$ cat src/rtl/ray_column_flattener.sv
// Expands DDA column results into RGB565 frame-buffer writes (ceiling, wall, floor rows).
// Optional SIDE_SHADE_EN adds col_side_in and halves each wall colour channel for y-side hits.
module ray_column_flattener #(
    parameter int SCREEN_WIDTH  = 320,
    parameter int SCREEN_HEIGHT = 180,
    parameter int PIXEL_WIDTH   = 16,
    parameter logic [PIXEL_WIDTH-1:0] CEILING_COLOR = 16'h2104,
    parameter logic [PIXEL_WIDTH-1:0] FLOOR_COLOR   = 16'h52AA
) (
    input  logic                   pixel_clk_in,
    input  logic                   rst_in,
    input  logic                   col_valid_in,
    output logic                   col_ready_out,
    input  logic [8:0]             col_x_in,
    input  logic [7:0]             col_height_in,
    input  logic [PIXEL_WIDTH-1:0] col_color_in,
    input  logic                   col_last_in,
`ifdef SIDE_SHADE_EN
    input  logic                   col_side_in,
`endif
    input  logic [1:0]             fb_switch_status_in,
    output logic [15:0]            ray_address_out,
    output logic [PIXEL_WIDTH-1:0] ray_pixel_out,
    output logic                   ray_valid_out,
    output logic                   ray_last_pixel_out,
    output logic                   busy_out
);

    localparam logic [7:0]  HEIGHT    = 8'(SCREEN_HEIGHT);
    localparam logic [7:0]  LAST_ROW  = 8'(SCREEN_HEIGHT - 1);
    localparam logic [15:0] ROW_STEP  = 16'(SCREEN_WIDTH);
    localparam logic [8:0]  X_LIMIT   = 9'(SCREEN_WIDTH);

    typedef enum logic [1:0] {
        IDLE,
        DRAW,
        WAIT_ACK,
        WAIT_SWAP
    } state_t;

    state_t state;
    state_t next_state;

    logic [7:0]             y;
    logic [15:0]            addr;
    logic [7:0]             draw_start;
    logic [7:0]             draw_end;
    logic [PIXEL_WIDTH-1:0] wall_color;
    logic                   last_latched;
    logic                   offscreen;

    logic                   accept;
    logic [7:0]             h_clamp;
    logic [7:0]             in_start;
    logic [7:0]             in_end;
    logic [PIXEL_WIDTH-1:0] in_color;
    logic                   in_offscreen;

    logic [7:0]             row;
    logic [7:0]             row_start;
    logic [7:0]             row_end;
    logic [PIXEL_WIDTH-1:0] row_color;
    logic [PIXEL_WIDTH-1:0] row_pixel;
    logic [7:0]             y_next;
    logic [15:0]            addr_next;

    assign col_ready_out = (state == IDLE) && !rst_in;
    assign busy_out      = (state != IDLE);
    assign accept        = col_valid_in && col_ready_out;

    assign h_clamp      = (col_height_in > HEIGHT) ? HEIGHT : col_height_in;
    assign in_start     = (HEIGHT - h_clamp) >> 1;
    assign in_end       = in_start + h_clamp;
    assign in_offscreen = (col_x_in >= X_LIMIT);
    assign y_next       = y + 8'd1;
    assign addr_next    = addr + ROW_STEP;

`ifdef SIDE_SHADE_EN
    assign in_color = col_side_in
                    ? {1'b0, col_color_in[15:12], 1'b0, col_color_in[10:6], 1'b0, col_color_in[4:1]}
                    : col_color_in;
`else
    assign in_color = col_color_in;
`endif

    // The accept edge already registers row 0, so IDLE classifies it from the live inputs
    always_comb begin
        row       = 8'd0;
        row_start = in_start;
        row_end   = in_end;
        row_color = in_color;
        row_pixel = FLOOR_COLOR;
        if (state == DRAW) begin
            row       = y_next;
            row_start = draw_start;
            row_end   = draw_end;
            row_color = wall_color;
        end
        if (row < row_start) begin
            row_pixel = CEILING_COLOR;
        end else if (row < row_end) begin
            row_pixel = row_color;
        end
    end

    always_ff @(posedge pixel_clk_in) begin
        if (rst_in) begin
            state <= IDLE;
        end else begin
            state <= next_state;
        end
    end

    always_comb begin
        next_state = state;
        case (state)
            IDLE: begin
                if (accept) begin
                    next_state = DRAW;
                end
            end
            DRAW: begin
                if (y == LAST_ROW) begin
                    next_state = last_latched ? WAIT_ACK : IDLE;
                end
            end
            WAIT_ACK: begin
                if (fb_switch_status_in[0]) begin
                    next_state = WAIT_SWAP;
                end
            end
            WAIT_SWAP: begin
                if (fb_switch_status_in == 2'b00) begin
                    next_state = IDLE;
                end
            end
            default: next_state = IDLE;
        endcase
    end

    // Off-screen columns still walk every row so the last-pixel flag lands on the usual cycle
    always_ff @(posedge pixel_clk_in) begin
        if (rst_in) begin
            y                  <= 8'd0;
            addr               <= 16'd0;
            draw_start         <= 8'd0;
            draw_end           <= 8'd0;
            wall_color         <= '0;
            last_latched       <= 1'b0;
            offscreen          <= 1'b0;
            ray_address_out    <= 16'd0;
            ray_pixel_out      <= '0;
            ray_valid_out      <= 1'b0;
            ray_last_pixel_out <= 1'b0;
        end else begin
            ray_address_out    <= 16'd0;
            ray_pixel_out      <= '0;
            ray_valid_out      <= 1'b0;
            ray_last_pixel_out <= 1'b0;
            case (state)
                IDLE: begin
                    if (accept) begin
                        y               <= 8'd0;
                        addr            <= {7'd0, col_x_in};
                        draw_start      <= in_start;
                        draw_end        <= in_end;
                        wall_color      <= in_color;
                        last_latched    <= col_last_in;
                        offscreen       <= in_offscreen;
                        ray_valid_out   <= !in_offscreen;
                        ray_address_out <= in_offscreen ? 16'd0 : {7'd0, col_x_in};
                        ray_pixel_out   <= in_offscreen ? '0 : row_pixel;
                    end
                end
                DRAW: begin
                    if (y != LAST_ROW) begin
                        y                  <= y_next;
                        addr               <= addr_next;
                        ray_valid_out      <= !offscreen;
                        ray_address_out    <= offscreen ? 16'd0 : addr_next;
                        ray_pixel_out      <= offscreen ? '0 : row_pixel;
                        ray_last_pixel_out <= last_latched && (y_next == LAST_ROW);
                    end
                end
                default: begin
                end
            endcase
        end
    end

endmodule

$ cat config.mk
export PLATFORM = sky130hd
export DESIGN_NAME = ray_column_flattener
export DESIGN_NICKNAME = d
export VERILOG_FILES = /design/src/rtl/ray_column_flattener.sv
export SDC_FILE = /design/constraint.sdc
export NUM_CORES = 1
export LEC_CHECK = 0
export BUFFER_PORTS_ARGS = -buffer_cell sky130_fd_sc_hd__buf_2
export CAP_MARGIN = 10
export CELL_PAD_IN_SITES_DETAIL_PLACEMENT = 0
export CELL_PAD_IN_SITES_GLOBAL_PLACEMENT = 1
export CORE_ASPECT_RATIO = 0.6
export CORE_MARGIN = 4
export CORE_UTILIZATION = 45
export CTS_CLUSTER_SIZE = 8
export DETAILED_ROUTE_END_ITERATION = 7
export PLACE_DENSITY_LB_ADDON = 0.1
export SLEW_MARGIN = 30
export SYNTH_ARGS = -nofsm -noshare
export SYNTH_HDL_FRONTEND = slang
export SYNTH_SLANG_ARGS = --single-unit
$ cat constraint.sdc
create_clock -name pixel_clk_in -period 12.9 [get_ports pixel_clk_in]
set_input_delay 1.935 -clock pixel_clk_in [delete_from_list [all_inputs] [get_ports pixel_clk_in]]
set_output_delay 1.935 -clock pixel_clk_in [all_outputs]
set_load 0.005 [all_outputs]
======== Word-level counts from Yosys, hierarchy flattened ========
Cells that the tools add are included.
storage, ports and cells
  flip-flop bits (word level) ............. 93
  output and inout bits ................... 36
cells by class
  add/subtract/negate cells ............... 4
  $lt $le $gt $ge ......................... 4
  equality and inequality tests ........... 11
  muxes and demuxes ....................... 32
  bitwise logic cells ..................... 2
  reduce and logical (&&, ||, !) cells .... 14
operators by type and width
  kind                   number
  $mux 16                11
  $pmux 16 s2            3
  $mux 8                 5
  $mux 9                 2
  $add 16x9->16 const B  1
  $eq 8x8->1 const B     2
  $lt 8x8->1             2
  $pmux 8 s2             1
  $mux 2                 5
  $ge 9x9->1 const B     1
  $add 7x8->8            1
  $add 8x1->8 const B    1
  $gt 8x8->1 const B     1
  $ne 8x8->1 const B     1
  $pmux 2 s4             1
  $sub 8x8->8 const A    1
  $mux 7                 1
  $ne 2x2->1 const B     3
  $eq 2x2->1 const B     2
  $logic_not 2->1        2
  $ne 2x1->1 const B     2
  $reduce_and 4->1       1
  $reduce_bool 2->1      2
  $logic_and 1x1->1      3
  8 further kinds        12

======== Depth between registers and ports, before layout ========
Gate-level depths: netlist of the first run.
  depth after elaboration ................. 11
  gate-level depth with buffers ........... 21
  mapped depth without buffers ............ 20

======== Worst setup path before layout of the first run ========
No wires, ideal clock.
  path kind ............................... input to register
  from .................................... input port col_height_in[3]
  to ...................................... register ray_pixel_out[14]
  data arrival time ....................... 5.798 ns
  required time ........................... 12.768 ns
  slack ................................... 6.970 ns
  stages on the path ...................... 20
  cell sequence ........................... buf_6 o211a_1 o21ai_1 nand2_1 ha_1 a21o_1 and3b_1 xor2_1 ha_1 a21o_1 o21ai_0 o21ai_0 a211oi_1 mux2i_1 ha_1 a21oi_1 nand2_1 o211ai_1 nor2b_1 a31oi_1
between the ends
  cells in the longest elaborated chain, start to end .. 11
RTL lines
  element                     line      RTL
  start, declared             15        input logic [7:0] col_height_in,
  $gt 8x8->1                  71        assign h_clamp = (col_height_in > HEIGHT) ? HEIGHT : col_height_in;
  $mux 8 *                    71
  $sub 8x8->8 *               72        assign in_start = (HEIGHT - h_clamp) >> 1;
  named net in_start[5]       54        logic [7:0] in_start;
  $add 7x8->8                 73        assign in_end = in_start + h_clamp;
  $mux 8                      93        if (state == DRAW) begin
  $lt 8x8->1                  101       end else if (row < row_end) begin
  $mux 16                     101
  $mux 16 *                   99        if (row < row_start) begin
  $mux 16 (on tied branches)  181, 172
  $mux 16 (on tied branches)  176, 162
  $pmux 16 s2 *               160       case (state)
  end signal, assigned        172       ray_pixel_out <= in_offscreen ? '0 : row_pixel;
  end signal, assigned        181       ray_pixel_out <= offscreen ? '0 : row_pixel;
  end, declared               23        output logic [PIXEL_WIDTH-1:0] ray_pixel_out,
Mark *: on every way through the listed nets, which the timed path passes. The rest lies on a longest branch.
A chain may end at the register's enable or synchronous reset.

======== Worst setup path after layout of the first run ========
  from .................................... input port col_height_in[3]
  to ...................................... register ray_pixel_out[3]
Same word-level chain as after synthesis.

==> impl_results.md, run 1 <==
- Status: finished, final reports clean
- RSZ-0062 raised after global routing: no
- Pleak: 2.43 nW
- CP Data Arrival Time: between 6000 and 7000 ps
- Synth warn: 0
- Syn nets: approximately 640
- Fraction of registers with async set/reset: 0%
- Top-count cell post-synth: nand2_1
- CTS Buffer Depth: 2
- Layout area overhead: 16.2%
- Number of buffers created by CTS: 9
- Worst-path clk slew: 70 ps
- Critical path class: primary input to register
- Clock skew: between 8 and 9 ps
- PostCTS Resize Cnt: 0
- Synth Register Bits: 93
- Inst Count DP: 754
- Detailed placement HPWL: a little under 9000 um
- Reg area: about 1900 sq um
- Fillcell total: about 960
- Post-CTS setup buffer count: 0
- # nets final: around 690
- Avg Cell Area, Syn: just over 8 sq um
- GRT Total Usage: between 20% and 30%
- Post-synth EDFFs: 0
- Post-Layout Cell Count: just under 800
- Final Power: 0.789 mW
- Hold_buf cts: 0
- Row count: 28
- Top FF cell, synth: dfxtp_1
- Max Cap Viol: 0
- Drt first pass iters: 5
- Width of the chip: approximately 140 um
- Gp weighted congestion: 0.901
- Max VDD drop: 70.2 uV
- Initial antenna violation count: 1
- Cell Area, Synth: 4700 sq um
- Post-synthesis cell count: about 570
- Crit end category: register
- Post-synthesis sequential area ratio: roughly two fifths
- Area leader, netlist: dfxtp_1
- Routed wire per std cell: roughly 16 um
- Area of the multi-input gates: approximately 2700 sq um
- TritonCTS clock tree: built
- FMAX: about 160 MHz
- Grt ovf: 0
- Worst min path class: register to register
- Post-synth top area share: between 30% and 40%
- Setup violators final: 0
- Initial Util: 46.9%
- Top area cells in the synthesized netlist: dfxtp_1, nand2_1, ha_1, o21ai_0, nor2_1
- Req. time, crit path: roughly 13000 ps
- Pins over their slew limit: 0
- Vias: around 4.2k
- Drt via density: between 5 and 6
- Port-buffer cells: 74
- TNS Setup: 0 ps
- # diodes: 0
- Routed wire length: approximately 12000 um
- Die height: approximately 87 um
- Clk sinks: 93
- Largest net degree at the start of global routing: a little under 60
- Time the worst path needs with I/O delays and setup: 6400 ps
- Pwr Density: approximately 140 nW/um^2
- DRC viols: 0
- CP Max Fanout: 8
- Actual slew at the worst max-slew pin: roughly 660 ps
- Period utilization: between 40% and 50%
- Root Buffer: clkbuf_16
- Share of post-route cells with drive strength above 1: 17.2%
- Cell variety after synth: 55
- Worst-Skew Late Latency: 350 ps
- Ports: 75
- Htree depth: 3
- Number of global-route vias before repair: slightly below 4k
- Final ANT Viol Nets: 0
- Startpoint types: primary input
- Hold Vio Cnt, Final: 0
- Die ar.: approximately 12000 sq um
- Detailed Route Iter0 Violations: roughly 220
- Core box area: around 10000 sq um
- Worst slew margin: 56.0%
- First-pass GRT wire length: 20200 um
- Most frequent cells after synthesis: nand2_1, dfxtp_1, nor2_1
==> cell type report <==
cell class                      count  area share [%]
Sequential cell                    93            34.1
Timing Repair Buffer               80            7.75
Clock inverter                      6            1.28
Inverter                           10           0.687
Multi-Input combinational cell    436            48.9
Clock buffer                       10            4.19
Tap cell                          135            3.09
==> cells in the final DEF, fill, tap and decap left out, types with 10 or more instances in the layout <==
| master | instances |
|---|---|
| nor3_1 | 10 |
| nor2_1 | 49 |
| mux2i_1 | 17 |
| buf_2 | 74 |
| dfxtp_1 | 93 |
| a21oi_1 | 32 |
| xnor2_1 | 17 |
| inv_1 | 10 |
| ha_1 | 24 |
| o21ai_0 | 37 |
| nand2_1 | 98 |
| a21o_1 | 14 |
| a31oi_1 | 12 |
| nand3_1 | 26 |
==> critical path, stage by stage <==
cell and delay [ps]:
buf_2 150, o211a_1 210, o21ai_1 320, nand2_1 170, ha_1 280, a21o_1 240
and3b_1 230, xor2_1 250, ha_1 330, a21o_1 220, o21ai_0 260, o21ai_0 140
a211oi_1 300, mux2i_1 130, ha_1 300, a21oi_1 170, nand2_1 70, o211ai_1 240
nor2b_1 480, a31oi_1 160
==> flip-flops by register name, summed over array words and instances (netlist names), 7 cells and up, named ones only <==
signal / cells
draw_end: 8
wall_color: 16
y: 8
ray_pixel_out: 16
draw_start: 7
addr: 16
ray_address_out: 16
==> where the power goes <==
part / internal, mW / switching, mW
Sequential: 0.311 / 0.0162
Combinational: 0.0732 / 0.120
Clock: 0.152 / 0.117
Total: 0.536 / 0.252
==> stage by stage <==
| stage | hold slack, ps | utilization [%] | worst slack (ps) | instance area, sq um |
|---|---|---|---|---|
| 2_1_floorplan | 432 | - | 6970 | 4700 |
| 6_report | 455 | 54.5 | 6500 | 5460 |
| 4_1_cts | 457 | 54.4 | 6500 | 5450 |
| 3_5_place_dp | 447 | 51.4 | 6160 | 5150 |
| 5_1_grt | 482 | 54.5 | 6070 | 5460 |
| 3_3_place_gp | 438 | 51.3 | 6460 | 5140 |
==> final timing paths <==
kind                   startpoint                          end  slack [ps]  cells past startpoint
max reg2reg              register  ray_pixel_out[6]$_SDFF_PP0_        9430                     10
max              col_height_in[3]  ray_pixel_out[3]$_SDFF_PP0_        6500                     20
min          addr[1]$_SDFFE_PP0P_         addr[1]$_SDFFE_PP0P_         460                      2
min reg2reg  addr[1]$_SDFFE_PP0P_         addr[1]$_SDFFE_PP0P_         460                      2
==> routing by layer <==
| metal | GRT usage, % | part of all wire (%) | vias to the layer above |
|---|---|---|---|
| li1 | - | - | 2121 |
| met4 | 5.19 | 1.0 | 2 |
| met1 | 28.9 | 49 | 1922 |
| met3 | 6.20 | 6.7 | 16 |
| met2 | 32.1 | 43 | 116 |
| met5 | 0 | 0.057 | - |
==> logic make-up (layout without fill, tap and decap cells) <==
family / after synthesis / in the layout / share of synthesized area, %
XOR/XNOR: 21 / 21 / 3.92
AO/OA/AOI/OAI: 139 / 139 / 18.8
buffers and inverters: 45 / 106 / 4.16
adder cells (fa/ha/maj): 24 / 24 / 6.39
AND/OR/NAND/NOR: 235 / 235 / 23.5
multiplexers: 17 / 17 / 3.62
flip-flops: 93 / 93 / 39.6
Note: power is estimated with default switching activity, not from simulation.
==> run 2, diff against run 1 <==
--- a/config.mk
+++ b/config.mk
@@ -11,7 +11,7 @@
 export CELL_PAD_IN_SITES_GLOBAL_PLACEMENT = 1
 export CORE_ASPECT_RATIO = 0.6
 export CORE_MARGIN = 4
-export CORE_UTILIZATION = 45
+export CORE_UTILIZATION = 38
 export CTS_CLUSTER_SIZE = 8
 export DETAILED_ROUTE_END_ITERATION = 7
 export PLACE_DENSITY_LB_ADDON = 0.1
==> constraint.sdc (replaced) <==
create_clock -name pixel_clk_in -period 5.3 [get_ports pixel_clk_in]
set_input_delay 0.795 -clock pixel_clk_in [delete_from_list [all_inputs] [get_ports pixel_clk_in]]
set_output_delay 0.795 -clock pixel_clk_in [all_outputs]
set_load 0.005 [all_outputs]
==> run 2 against run 1 <==
  * Final cell count increased by 4.0%
  * Via count grew 0.43%
  * Design area is 0.92% higher
  * Largest cell class unchanged
  * Clock power rose to 2.6 times the previous value
  * Setup slack got worse by 6100 ps
  * Count of clock-buffer cells in the layout up 1
  * Flip-flop and latch count did not move
  * Global-route usage is 2.5 points lower
  * Critical path type unchanged
  * First-iteration DRC count increased by 18%
==> impl_results.md, run 2 (same netlist as run 1, synthesis figures left out) <==
- First-pass GRT wire length: 20400 um (was 20200 um)
- Core box area: 12100 sq um (was 10000 sq um)
- Startpoint types: primary input (unchanged)
- Number of global-route vias before repair: 3961 (was 3971)
- Initial antenna violation count: 0 (was 1)
- Crit end category: register (unchanged)
- Htree depth: 3 (unchanged)
- Pwr Density: 356 nW/um^2 (was 144 nW/um^2)
- Period utilization: around 92%
- Reg area: 1860 sq um (unchanged)
- PostCTS Resize Cnt: 0 (unchanged)
- Die height: 94.1 um (was 87.1 um)
- Ports: 75 (unchanged)
- Detailed placement HPWL: 8770 um (was 8670 um)
- Drt first pass iters: 5 (unchanged)
- Cell with the largest stage delay on the worst path: ha_1 (was nor2b_1)
- Most frequent cells in the layout: nand2_1, dfxtp_1, buf_2 (unchanged)
- Routed wire per std cell: 15.7 um (was 16.0 um)
- DRC viols: 0 (unchanged)
- CP Max Fanout: 8 (unchanged)
- GRT Total Usage: 18.4% (was 20.9%)
- Time the worst path needs with I/O delays and setup: 4870 ps
- # nets final: 694 (was 693)
- Status: finished, final reports clean (unchanged)
- Drt via density: 5.24 (was 5.42)
- Hold Vio Cnt, Final: 0 (unchanged)
- Width of the chip: 152 um (was 140 um)
- Worst-path clk slew: 70 ps (about the same)
- # diodes: 0 (unchanged)
- Delay of the slowest critical-path stage: 340 ps (was 480 ps)
- Hold_buf cts: 0 (unchanged)
- Area of the multi-input gates: 2670 sq um (about the same)
- FMAX: 206 MHz
- Cell mode on critical path: ha_1 (unchanged)
- Vias: 4195 (was 4177)
- Detailed Route Iter0 Violations: 261 (was 222)
- Worst slew margin: 42.7% (was 56.0%)
- Number of buffers created by CTS: 9 (unchanged)
- TNS Setup: 0 ps (unchanged)
- TritonCTS clock tree: built (unchanged)
- Actual slew at the worst max-slew pin: 860 ps (was 660 ps)
- Worst-Skew Late Latency: 340 ps (was 350 ps)
- Largest net degree at the start of global routing: 59 (was 58)
- Routed wire length: 12600 um (was 12300 um)
- Gp weighted congestion: 0.835 (was 0.901)
- Req. time, crit path: 5510 ps (was 13100 ps)
- Row count: 31 (was 28)
- Pins over their slew limit: 0 (unchanged)
- Pleak: 2.42 nW (was 2.43 nW)
- Final ANT Viol Nets: 0 (unchanged)
- CTS Buffer Depth: 2 (unchanged)
- Initial Util: 38.9% (was 46.9%)
- Die ar.: 14300 sq um (was 12200 sq um)
- Layout area overhead: 17.3% (was 16.2%)
- Final Power: 1.96 mW (was 0.789 mW)
- Max Cap Viol: 0 (unchanged)
- Critical path class: primary input to register (unchanged)
- Clk sinks: 93 (unchanged)
- CP Data Arrival Time: 5080 ps (was 6600 ps)
- RSZ-0062 raised after global routing: no (unchanged)
- Max VDD drop: 164 uV (was 70.2 uV)
- Clock skew: 8.14 ps (was 8.05 ps)
- Share of post-route cells with drive strength above 1: 17.5% (was 17.2%)
- Port-buffer cells: 74 (unchanged)
- Post-CTS setup buffer count: 0 (unchanged)
- Worst min path class: register to register (unchanged)
- Root Buffer: clkbuf_16 (unchanged)
- Setup violators final: 0 (unchanged)
- Grt ovf: 0 (unchanged)
- CP Cell Sequence: buf_2, o211a_1, o21ai_2, nand2_1, ha_1, a21o_1, and3b_1, xor2_1, ha_1, a21o_1, o21ai_0, o21ai_0, a211oi_1, mux2i_1, ha_1, a21oi_1, nand2_1, o211ai_1, nor2b_1, buf_4, a31oi_1 (was buf_2, o211a_1, o21ai_1, nand2_1, ha_1, a21o_1, and3b_1, xor2_1, ha_1, a21o_1, o21ai_0, o21ai_0, a211oi_1, mux2i_1, ha_1, a21oi_1, nand2_1, o211ai_1, nor2b_1, a31oi_1)
- Commonest non-fill, non-tap cell in the layout: nand2_1 (unchanged)
- Fillcell total: 1226 (was 958)
-- run 2: changes by cell type in the layout (fill, tap and decap cells not counted), sizes merged --
cell,before,now
buf,80,81
clkbuf,10,11
clkinvlp,0,2
clkinv,2,0
bufinv,1,2
inv,13,11
-- run 2: power by group --
part	switching, mW	internal [mW]	leakage [nW]
Combinational	0.293	0.178	1.52
Sequential	0.0409	0.757	0.758
Clock	0.277	0.416	0.146
Total	0.611	1.35	2.42
-- run 2: worst paths after layout --
| kind | endpoint | from | slack [ps] | cells past startpoint |
|---|---|---|---|---|
| setup / recovery | ray_pixel_out[12]$_SDFF_PP0_ | col_height_in[3] | 430 | 21 |
| hold / removal | draw_start[4]$_SDFFE_PP0P_ | draw_start[4]$_SDFFE_PP0P_ | 460 | 2 |
| setup reg to reg | ray_pixel_out[13]$_SDFF_PP0_ | state[0]$_SDFFE_PP0P_ | 1920 | 8 |
| hold reg to reg | draw_start[4]$_SDFFE_PP0P_ | draw_start[4]$_SDFFE_PP0P_ | 460 | 2 |
-- run 2: final cells by class --
type / count / area share, %
Inverter: 10 / 0.681
Tap cell: 165 / 3.75
Sequential cell: 93 / 33.8
Multi-Input combinational cell: 436 / 48.4
Clock buffer: 11 / 4.22
Clock inverter: 5 / 1.52
Timing Repair Buffer: 81 / 7.67
-- run 2: through the flow --
step / instance area (sq um) / hold WS [ps] / utilization (%) / cells / worst slack [ps]
final: 5510 / 457 / 45.7 / 801 / 435
after global routing: 5510 / 476 / 45.7 / 801 / 43.5
after CTS: 5510 / 456 / 45.6 / 801 / 371
after detailed placement: 5190 / 445 / 43.0 / 785 / 21.4
after global placement: 5190 / 438 / 43.0 / 785 / 196
after floorplan: 4700 / 432 / - / 574 / 510
-- run 2: layer usage --
layer	part of all wire (%)	wire (um)	vias up	track usage (%)
li1	-	-	2117	-
met1	52	6590	1968	27.4
met2	41	5120	104	26.7
met3	6.0	754	6	4.34
met4	0.69	87	0	4.04
met5	0	0	-	0
-- run 2: critical path, delay by kind of cell --
kind	cells	cell delay [ps]
buffers and inverters	2	310
multiplexers	1	130
AND/OR/NAND/NOR	4	590
adder cells (fa/ha/maj)	3	930
XOR/XNOR	1	250
AO/OA/AOI/OAI	10	2070
